$ cat config.mk
export PLATFORM = sky130hd
export DESIGN_NAME = fetch_ctrl
export DESIGN_NICKNAME = d
export VERILOG_FILES = /design/src/rtl/fetch_ctrl.sv
export SDC_FILE = /design/constraint.sdc
export NUM_CORES = 1
export LEC_CHECK = 0
export ABC_AREA = 1
export CORE_UTILIZATION = 43
export CTS_BUF_LIST = sky130_fd_sc_hd__clkbuf_4 sky130_fd_sc_hd__clkbuf_8 sky130_fd_sc_hd__clkbuf_16
export CTS_CLUSTER_DIAMETER = 100
export DETAILED_ROUTE_END_ITERATION = 7
export PLACE_DENSITY = 0.87
export REMOVE_ABC_BUFFERS = 1
export SLEW_MARGIN = 10
export SYNTH_ARGS = -nofsm -noshare
export SYNTH_HDL_FRONTEND = slang
export SYNTH_SLANG_ARGS = --single-unit
$ cat constraint.sdc
create_clock -name clk -period 2.02 [get_ports clk]
set_input_delay 0.505 -clock clk [delete_from_list [all_inputs] [get_ports clk]]
set_output_delay 0.505 -clock clk [all_outputs]
set_load 0.02 [all_outputs]
$ cat src/rtl/fetch_ctrl.sv
// Fetch/execute sequencing controller: requests instructions over a ready
// handshake, latches them for the datapath, drives the PC load/source select,
// and tracks halts, fetch timeouts and the retired-instruction count.
module fetch_ctrl #(
  parameter int XLEN     = 32,
  parameter int MAX_WAIT = 15
) (
  input  logic            clk,
  input  logic            asyncreset,
  input  logic            start,
  input  logic [XLEN-1:0] pc_in,
  output logic            pc_load,
  output logic            pc_src,
  output logic            imem_req,
  output logic [XLEN-1:0] imem_addr,
  input  logic            imem_ready,
  input  logic [XLEN-1:0] imem_rdata,
  output logic [XLEN-1:0] instr,
  output logic            instr_valid,
  input  logic            exec_stall,
  input  logic            branch_taken,
  input  logic            halt_req,
  output logic            busy,
  output logic            fault,
  output logic [31:0]     instret
);

  // Wait counter must hold 0..MAX_WAIT; keep at least one bit when MAX_WAIT is 0.
  localparam int WW = (MAX_WAIT < 1) ? 1 : $clog2(MAX_WAIT + 1);

  typedef enum logic [2:0] {
    S_IDLE,
    S_FETCH,
    S_EXEC,
    S_HALT,
    S_FAULT
  } state_t;

  state_t        state;
  state_t        state_nxt;
  logic [WW-1:0] wait_cnt;
  logic          fetch_accept;
  logic          exec_complete;

  assign fetch_accept  = (state == S_FETCH) && imem_ready;
  assign exec_complete = (state == S_EXEC) && !exec_stall;

  // State register; reset abandons any fetch in flight.
  always_ff @(posedge clk or negedge asyncreset) begin
    if (!asyncreset) begin
      state <= S_IDLE;
    end else begin
      state <= state_nxt;
    end
  end

  // Next-state and combinational handshake/PC-control outputs.
  always_comb begin
    state_nxt = state;
    pc_load   = 1'b0;
    pc_src    = 1'b0;
    imem_req  = 1'b0;
    imem_addr = '0;
    case (state)
      S_IDLE: begin
        if (start) begin
          state_nxt = S_FETCH;
        end
      end
      S_FETCH: begin
        imem_req  = 1'b1;
        imem_addr = pc_in;
        if (imem_ready) begin
          state_nxt = S_EXEC;
        end else if (wait_cnt == WW'(MAX_WAIT)) begin
          state_nxt = S_FAULT;
        end
      end
      S_EXEC: begin
        if (!exec_stall) begin
          if (halt_req) begin
            state_nxt = S_HALT;
          end else begin
            pc_load   = 1'b1;
            pc_src    = branch_taken;
            state_nxt = S_FETCH;
          end
        end
      end
      S_HALT: begin
        if (start) begin
          pc_load   = 1'b1;
          state_nxt = S_FETCH;
        end
      end
      S_FAULT: begin
        state_nxt = S_FAULT;
      end
      default: begin
        state_nxt = S_IDLE;
      end
    endcase
  end

  // Count unanswered FETCH cycles; cleared whenever FETCH is left or not active.
  always_ff @(posedge clk or negedge asyncreset) begin
    if (!asyncreset) begin
      wait_cnt <= '0;
    end else if ((state == S_FETCH) && (state_nxt == S_FETCH)) begin
      wait_cnt <= wait_cnt + WW'(1);
    end else begin
      wait_cnt <= '0;
    end
  end

  // Capture the instruction word on the accepting fetch cycle.
  always_ff @(posedge clk or negedge asyncreset) begin
    if (!asyncreset) begin
      instr <= '0;
    end else if (fetch_accept) begin
      instr <= imem_rdata;
    end
  end

  // Retire one instruction per EXEC completion, halts included; wraps naturally.
  always_ff @(posedge clk or negedge asyncreset) begin
    if (!asyncreset) begin
      instret <= '0;
    end else if (exec_complete) begin
      instret <= instret + 32'd1;
    end
  end

  // Sticky fault flag, set on the edge that enters FAULT.
  always_ff @(posedge clk or negedge asyncreset) begin
    if (!asyncreset) begin
      fault <= 1'b0;
    end else if (state_nxt == S_FAULT) begin
      fault <= 1'b1;
    end
  end

  assign busy        = (state == S_FETCH) || (state == S_EXEC);
  assign instr_valid = (state == S_EXEC);

endmodule

==> results_tabular.tex, run 1 <==
\begin{tabular}{lr}
\hline
Metric & Value \\
\hline
\multicolumn{2}{l}{\textbf{Yosys}} \\
\quad Post-synthesis compound-gate area fraction & 0.998\% \\
\quad Yosys synthesis warning count & 0 \\
\quad Fraction of registers with async set/reset & 100\% \\
\quad Dominant register cell in the synthesized netlist & dfrtp\_1 \\
\quad Synthesized instance count & 485 \\
\quad XOR/XNOR share of the synthesized area & 3.90\% \\
\quad Average cell area after synthesis & 8.27 um2 \\
\quad Sequential area share after synthesis & 44.9\% \\
\quad Count of distinct cell types in the synthesized netlist & 36 \\
\quad Proportion of synthesized area in mux cells & 11.7\% \\
\quad FF+latch count, synth & 72 \\
\quad Simple-gate area share of the yosys netlist & 29.7\% \\
\quad Arithmetic-cell share of the synthesized area counting full adders, half adders and majority gates & 0.624\% \\
\quad Count of flip-flops with a built-in enable after synthesis & 0 \\
\quad Main combinational cell family by area after synthesis & simple AND/OR/NAND/NOR gates \\
\quad Post-Synthesis Cell Area & 4010 um2 \\
\multicolumn{2}{l}{\textbf{Critical path}} \\
\quad Capture point of the worst path & instret[25] \\
\quad Critical Path Slowest Stage Cell & clkdlybuf4s50\_1 \\
\quad Max FO, Critical Path & 6 \\
\quad Delay of the slowest cell on the worst path & 0.66 ns \\
\quad Arr. time, crit path & 1.47 ns \\
\quad Worst reg2reg path startpoint & instret[0] \\
\quad R2R setup slack & 0.36 ns \\
\quad WP depth & 1 \\
\quad Depth of the worst register-to-register path & 6 \\
\quad Worst Setup Path Type & reg2out \\
\quad Endpoint class of the critical path & primary output \\
\quad Cell family with the largest share of critical-path delay & buffers and inverters \\
\quad Launch point of the worst path & instret[25] \\
\quad Category of the worst setup path launch point & flop \\
\quad Required time at the worst-slack endpoint & 1.51 ns \\
\quad Cell-by-cell listing of the critical path & clkdlybuf4s50\_1 \\
\quad Worst reg2reg endpoint & instret[18] \\
\quad Buffers plus inverters on the worst setup path & 1 \\
\multicolumn{2}{l}{\textbf{Hold path}} \\
\quad Type of the worst min-delay path & in2async \\
\multicolumn{2}{l}{\textbf{Layout}} \\
\quad Net count, final & 756 \\
\quad Combined area of the multi-input logic cells & 1890 um2 \\
\quad Area added between synthesis and finish & 52.0\% \\
\quad Fin util & 68.6\% \\
\quad Fraction of layout instances using a drive strength above 1 & 19.2\% \\
\quad Final Instance Count excl. Fillers & 796 \\
\quad Count of filler cells inserted in the layout & 716 \\
\quad \# diodes & 0 \\
\quad Seq. cell area & 1800 um2 \\
\multicolumn{2}{l}{\textbf{Timing}} \\
\quad Worst setup skew after layout & 0.0126 ns \\
\quad Final hold violations & 0 \\
\quad Time the final worst path needs with I/O delays and setup & 1.97 ns \\
\quad Maximum operating frequency & 0.508 GHz \\
\quad Worst-case headroom to the max-slew limit & 62.7\% \\
\quad Pins Over Slew Limit & 0 \\
\quad Final setup fails & 0 \\
\quad Final worst-path cycle share & 97.5\% \\
\quad Slew at the pin with the worst max-slew slack & 0.560 ns \\
\multicolumn{2}{l}{\textbf{Floorplan}} \\
\quad Core area & 8890 um2 \\
\quad Initial standard-cell utilization of the core & 45.1\% \\
\quad Overall die height & 98.6 um \\
\quad Overall die width & 98.6 um \\
\quad Number of top-level pins & 173 \\
\quad Row count & 34 \\
\quad Floorplan die area & 9720 um2 \\
\multicolumn{2}{l}{\textbf{Run}} \\
\quad Max Cap Viol & 0 \\
\multicolumn{2}{l}{\textbf{Pwr}} \\
\quad Worst vdd rail ir drop & 0.000794 V \\
\quad Register share of total power & 31.1\% \\
\quad Internal & 0.00424 W \\
\quad Static power due to leakage & 3.06 nW \\
\quad Power density over the cells & 1120 nW/um2 \\
\quad Net switching power & 0.00256 W \\
\quad Switching part of the total power & 37.7\% \\
\quad Clock network power share & 17.8\% \\
\quad Combinational fraction of design power & 51.1\% \\
\multicolumn{2}{l}{\textbf{Status}} \\
\quad Run status & finished, final reports clean \\
\multicolumn{2}{l}{\textbf{CTS}} \\
\quad Clock insertion delay at the later pin of the skew report & 0.34 ns \\
\quad CTS tree & yes \\
\quad Root Buffer Master & clkbuf\_8 \\
\quad Number of sinks driven by the clock tree & 72 \\
\quad H-tree lvl count & 3 \\
\quad Maximum clock path buffer count & 2 \\
\quad Clock-pin slew on the worst setup and hold paths & 0.09 ns \\
\quad Clock buffer count from CTS & 9 \\
\multicolumn{2}{l}{\textbf{Placement}} \\
\quad RePlAce Congestion & 0.897 \\
\quad Half-perimeter wire length after placement & 8450 um \\
\quad Placed Instances & 777 \\
\quad Port Buffer Count & 172 \\
\multicolumn{2}{l}{\textbf{Global route}} \\
\quad Initial antenna violation count & 0 \\
\quad Global routing usage summed across all routing layers & 23.0\% \\
\quad Vias in the first global route & 3780 \\
\quad Global-route wire length before repair & 17800 um \\
\quad Residual overflow from global routing & 0 \\
\quad Largest net degree at the start of global routing & 33 \\
\multicolumn{2}{l}{\textbf{Route}} \\
\quad Routed wire length per instance & 13.7 um \\
\quad Post-detailed-route via-to-cell ratio & 4.80 \\
\quad Vias after detailed routing & 3817 \\
\quad Starting DRC count in detailed routing & 204 \\
\quad Post-Route WL & 10900 um \\
\quad Number of design rule violations left after detail routing & 0 \\
\quad Antenna-violating nets left & 0 \\
\quad Total iterations of the first detailed-routing run & 4 \\
\hline
\end{tabular}
## layout by cell type, fill, tap and decap left out, types with 3 or more instances in the layout
| master | n |
|---|---|
| nor2_1 | 88 |
| xnor2_1 | 7 |
| nor2_2 | 4 |
| mux2_2 | 3 |
| clkbuf_2 | 3 |
| nand3_1 | 21 |
| dfrtp_1 | 71 |
| xor2_1 | 9 |
| nand2_2 | 3 |
| clkdlybuf4s50_1 | 131 |
| nand4_1 | 4 |
| buf_2 | 33 |
| dlymetal6s2s_1 | 3 |
| clkbuf_8 | 10 |
| buf_4 | 19 |
| inv_1 | 68 |
| buf_12 | 5 |
| nand2_1 | 143 |
| mux2_4 | 29 |
## how the worst min path moves through the flow
stage | from | endpoint | slack [ns] | depth (start not counted)
detailed placement | wait_cnt[0] | wait_cnt[0] | 0.46 | 1
finish | asyncreset | instret[31] | 0.14 | 1
CTS | asyncreset | instret[31] | 0.15 | 1
global placement | wait_cnt[0] | wait_cnt[0] | 0.45 | 1
floorplan | asyncreset | fault | 0.21 | 0
global route | asyncreset | instret[23] | 0.17 | 1
## cell families after synthesis
kind of cell,after synthesis
and+or+nand+nor,276
DFF,72
buffers and inverters,80
xor gates and xnor gates,17
AOI/OAI and AO/OA,6
adders and majority gates,2
muxes,32
## metal layers
| metal | track usage [%] | routed length [um] | vias up |
|---|---|---|---|
| met5 | 0 | 0 | - |
| met3 | 5.25 | 766 | 8 |
| met2 | 40.7 | 5390 | 144 |
| met1 | 28.5 | 4630 | 1793 |
| li1 | - | - | 1872 |
| met4 | 5.28 | 106 | 0 |
## flip-flops by register name, summed over array words and instances (netlist names)
signal and flops:
instr 32, instret 32, fault 1, wait_cnt 4, state 3
## Yosys cell counts, types with 3 or more instances
master	n	area share [%]
mux2_4	29	11
nor2_2	4	0.62
buf_6	3	0.84
xor2_1	9	2.0
inv_1	69	6.5
nand2_1	143	13
nand4_1	4	0.62
nand2_2	3	0.47
nand3_1	21	2.6
dfrtp_1	72	45
xnor2_1	7	1.5
mux2_2	3	0.84
nor2_1	88	8.2
## stage by stage
| stage | instance area [um2] | TNS [ns] | setup WS [ns] | hold WS (ns) | power, W |
|---|---|---|---|---|---|
| global placement | 6020 | -6.63 | -0.503 | 0.446 | 0.00572 |
| CTS | 6240 | 0 | 0.000802 | 0.146 | 0.00698 |
| floorplan | 3960 | 0 | 0.119 | 0.209 | 0.00396 |
| global route | 6100 | -0.0202 | -0.0202 | 0.171 | 0.00715 |
| finish | 6100 | 0 | 0.0499 | 0.139 | 0.00681 |
| detailed placement | 6020 | -6.88 | -0.513 | 0.457 | 0.00582 |
## repair_timing
item                       in CTS  in global routing
hold buffers                    0                  0
resized for setup             124                 30
pin swaps                       0                  1
setup endpoints to repair      37                 31
buffers inserted                2                  1
## power groups by stage
stage / Combinational, W / Sequential [W] / Clock, W
2_1_floorplan: 0.00140 / 0.00257 / 0
3_3_place_gp: 0.00361 / 0.00212 / 0
3_5_place_dp: 0.00368 / 0.00214 / 0
4_1_cts: 0.00361 / 0.00212 / 0.00125
5_1_grt: 0.00368 / 0.00217 / 0.00131
6_report: 0.00348 / 0.00212 / 0.00121
## area by class of cell
type                    instances  area share (%)
clock inverters                 6            1.23
flip-flops and latches         72            29.6
well taps                     108            2.22
clock buffers                  10            2.26
inverters                      72            4.52
repair buffers                195            29.2
multi-input cells             333            31.0
Power figures use the tool's default switching activity.
==> run 2, diff against run 1 <==
--- a/config.mk
+++ b/config.mk
@@ -6,6 +6,9 @@
 export NUM_CORES = 1
 export LEC_CHECK = 0
 export ABC_AREA = 1
+export ABC_CLOCK_PERIOD_IN_PS = 2020
+export CAP_MARGIN = 20
+export CORE_ASPECT_RATIO = 0.5
 export CORE_UTILIZATION = 43
 export CTS_BUF_LIST = sky130_fd_sc_hd__clkbuf_4 sky130_fd_sc_hd__clkbuf_8 sky130_fd_sc_hd__clkbuf_16
 export CTS_CLUSTER_DIAMETER = 100
==> run 2 against run 1 <==
Compared with the run above: the run now ends with DRC left; routed wire length rose by 8.9%; design area rose by 2.4%; global-route usage rose by 2.5 points; via count rose by 3.6%; clock power rose by 22%; hold slack improved by 0.047 ns; critical endpoint is now pc_src; largest cell class unchanged; largest power group unchanged.
==> results_tabular.tex, run 2 (same netlist as run 1, synthesis figures left out) <==
\begin{tabular}{lr}
\hline
Metric & Value \\
\hline
\multicolumn{2}{l}{\textbf{Critical path}} \\
\quad Launch point of the worst path & state[1] \\
\quad Worst Setup Path Type & reg2out \\
\quad Required time at the worst-slack endpoint & 1.51 ns (about the same) \\
\quad Depth of the worst register-to-register path & 9 (+3) \\
\quad Category of the worst setup path launch point & flop \\
\quad Max FO, Critical Path & 4 (-2) \\
\quad Endpoint class of the critical path & primary output \\
\quad Worst reg2reg path startpoint & state[2] \\
\quad Arr. time, crit path & 1.50 ns (+0.03 ns) \\
\multicolumn{2}{l}{\textbf{Pwr}} \\
\quad Static power due to leakage & 3.08 nW (+0.64\%) \\
\quad Power density over the cells & 1160 nW/um2 (+3.5\%) \\
\quad Net switching power & 0.00268 W (+4.4\%) \\
\quad Internal & 0.00453 W (+6.9\%) \\
\quad Worst vdd rail ir drop & 0.000768 V (-3.3\%) \\
\quad Switching part of the total power & 37.1\% (-0.55 points) \\
\quad Register share of total power & 29.6\% (-1.5 points) \\
\quad Combinational fraction of design power & 49.8\% (-1.3 points) \\
\quad Clock network power share & 20.5\% (+2.7 points) \\
\quad Design Power & 0.00721 W (+6.0\%) \\
\multicolumn{2}{l}{\textbf{Global route}} \\
\quad Global routing usage summed across all routing layers & 25.4\% (+2.5 points) \\
\quad Vias in the first global route & 3941 (+4.3\%) \\
\quad Largest net degree at the start of global routing & 28 (-15\%) \\
\quad Initial antenna violation count & 1 (+1) \\
\quad Global-route wire length before repair & 19300 um (+8.4\%) \\
\quad Residual overflow from global routing & 0 (unchanged) \\
\multicolumn{2}{l}{\textbf{CTS}} \\
\quad Cts-stage hold buffer count & 0 (unchanged) \\
\quad CTS tree & yes \\
\quad Number of sinks driven by the clock tree & 72 (unchanged) \\
\quad Clock-pin slew on the worst setup and hold paths & 0.06 ns (-0.03 ns) \\
\quad Maximum clock path buffer count & 2 (unchanged) \\
\quad Root Buffer Master & clkbuf\_16 \\
\quad Clock buffer count from CTS & 9 (unchanged) \\
\quad Clock insertion delay at the later pin of the skew report & 0.34 ns (about the same) \\
\quad H-tree lvl count & 3 (unchanged) \\
\multicolumn{2}{l}{\textbf{Timing}} \\
\quad Pins Over Slew Limit & 0 (unchanged) \\
\quad Maximum operating frequency & 0.500 GHz (-1.6\%) \\
\quad Time the final worst path needs with I/O delays and setup & 2.00 ns (+0.0315 ns) \\
\quad Final worst-path cycle share & 99.1\% (+1.6 points) \\
\quad Worst setup skew after layout & 0.00895 ns (-0.00367 ns) \\
\quad Final hold violations & 0 (unchanged) \\
\quad Slew at the pin with the worst max-slew slack & 0.629 ns (+0.0687 ns) \\
\quad Final setup fails & 0 (unchanged) \\
\quad Setup repair after global routing missed its margin & true \\
\quad Setup ws final & 0.0184 ns (-0.0315 ns) \\
\quad Worst-case headroom to the max-slew limit & 58.1\% (-4.6 points) \\
\quad Setup total negative slack & 0 ns (unchanged) \\
\multicolumn{2}{l}{\textbf{Floorplan}} \\
\quad Row count & 24 (-29\%) \\
\quad Initial standard-cell utilization of the core & 45.1\% (about the same) \\
\quad Number of top-level pins & 173 (unchanged) \\
\quad Overall die height & 70.3 um (-29\%) \\
\quad Floorplan die area & 9740 um2 (+0.24\%) \\
\quad Overall die width & 139 um (+41\%) \\
\quad Core area & 8890 um2 (about the same) \\
\multicolumn{2}{l}{\textbf{Route}} \\
\quad Starting DRC count in detailed routing & 296 (+45\%) \\
\quad Post-Route WL & 11900 um (+8.9\%) \\
\quad Total met3 wirelength after detailed routing & 1050 um (+37\%) \\
\quad Total iterations of the first detailed-routing run & 8 (+4) \\
\quad Met2 wire length & 6020 um (+12\%) \\
\quad Antenna-violating nets left & 0 (unchanged) \\
\quad Routed length on met1 & 4540 um (-1.9\%) \\
\quad Highest signal layer in the routed design & met4 \\
\quad Post-detailed-route via-to-cell ratio & 4.88 (+1.7\%) \\
\quad Number of design rule violations left after detail routing & 12 (+12) \\
\quad Vias after detailed routing & 3955 (+3.6\%) \\
\quad Routed wire length per instance & 14.6 um (+6.9\%) \\
\multicolumn{2}{l}{\textbf{Layout}} \\
\quad Most common cell after layout, fill and taps aside & nand2\_1 \\
\quad Commonest cells after routing, fill and taps aside & nand2\_1 (143), clkdlybuf4s50\_1 (133), nor2\_1 (88) \\
\quad Area added between synthesis and finish & 55.6\% \\
\quad Largest regs & instr x32, instret x32, wait\_cnt x4 \\
\quad Net count, final & 761 (+0.66\%) \\
\quad Fraction of layout instances using a drive strength above 1 & 19.5\% (+0.29 points) \\
\quad Final Instance Count excl. Fillers & 811 (+1.9\%) \\
\multicolumn{2}{l}{\textbf{Run}} \\
\quad Max Cap Viol & 0 (unchanged) \\
\multicolumn{2}{l}{\textbf{Placement}} \\
\quad Placed Instances & 788 (+1.4\%) \\
\quad Port Buffer Count & 172 (unchanged) \\
\quad Worst setup timing slack at the placement stage & -0.524 ns (-0.0106 ns) \\
\quad Half-perimeter wire length after placement & 8820 um (+4.3\%) \\
\quad RePlAce Congestion & 0.905 (+0.96\%) \\
\multicolumn{2}{l}{\textbf{Status}} \\
\quad Failing checks & DRC \\
\quad Run status & complete, but fails checks \\
\multicolumn{2}{l}{\textbf{Hold path}} \\
\quad Type of the worst min-delay path & in2async \\
\hline
\end{tabular}
## run 2: cell types whose count changed in the layout (fill, tap and decap cells not counted), moves of 3 or more
cell,change
buf_4,+13
clkbuf_8,-10
clkbuf_16,+9
dlygate4sd2_1,+3
buf_2,-8
clkinv_4,+3
## run 2: timing repair
action | in CTS | in global routing
buffers inserted | 3 | 3
hold endpoints to repair | 0 | 0
resized for setup | 134 | 20
pin swaps | 0 | 1
setup endpoints to repair | 37 | 18
## run 2: layer usage
| layer | vias up | global-route usage (%) |
|---|---|---|
| met5 | - | 0 |
| met4 | 0 | 9.36 |
| met3 | 29 | 8.09 |
| met2 | 185 | 45.5 |
| met1 | 1852 | 28.7 |
| li1 | 1889 | - |
## run 2: through the flow
step	cell area [um2]	hold WS [ns]	utilization (%)
after floorplan	3960	0.209	-
final	6240	0.186	70.2
after global routing	6240	0.219	70.2
after global placement	6030	0.444	67.9
after detailed placement	6030	0.457	67.9
after CTS	6230	0.198	70.1
## run 2: final timing paths
| kind | endpoint | slack (ns) |
|---|---|---|
| worst max register to register | instr[2] | 0.23 |
| min in group clk | wait_cnt[0] | 0.46 |
| worst min-delay path | instr[7] | 0.19 |
| max in group asynchronous | instret[31] | 1.27 |
| worst max-delay path | pc_src | 0.02 |
| worst min register to register | wait_cnt[0] | 0.46 |
## run 2: final cells by class
cell class | instances | area, um2
inverters | 72 | 278
well taps | 117 | 146
multi-input cells | 333 | 1900
fillers | 658 | 2650
clock inverters | 6 | 46.3
repair buffers | 200 | 1830
clock buffers | 10 | 233
diodes | 1 | 2.50
flip-flops and latches | 72 | 1800
## run 2: worst max-delay path, stage by stage, from the launching register on
cell     delay, ns
dfrtp_1       0.41
buf_4         0.14
buf_4         0.10
nand4_4       0.12
nor3b_2       0.21
buf_4         0.17
## run 2: power groups by stage
| stage | Combinational (W) | Clock, W | Sequential [W] |
|---|---|---|---|
| 2_1_floorplan | 0.00140 | 0 | 0.00257 |
| 3_3_place_gp | 0.00362 | 0 | 0.00211 |
| 3_5_place_dp | 0.00369 | 0 | 0.00214 |
| 4_1_cts | 0.00357 | 0.00150 | 0.00213 |
| 5_1_grt | 0.00379 | 0.00157 | 0.00219 |
| 6_report | 0.00359 | 0.00148 | 0.00214 |
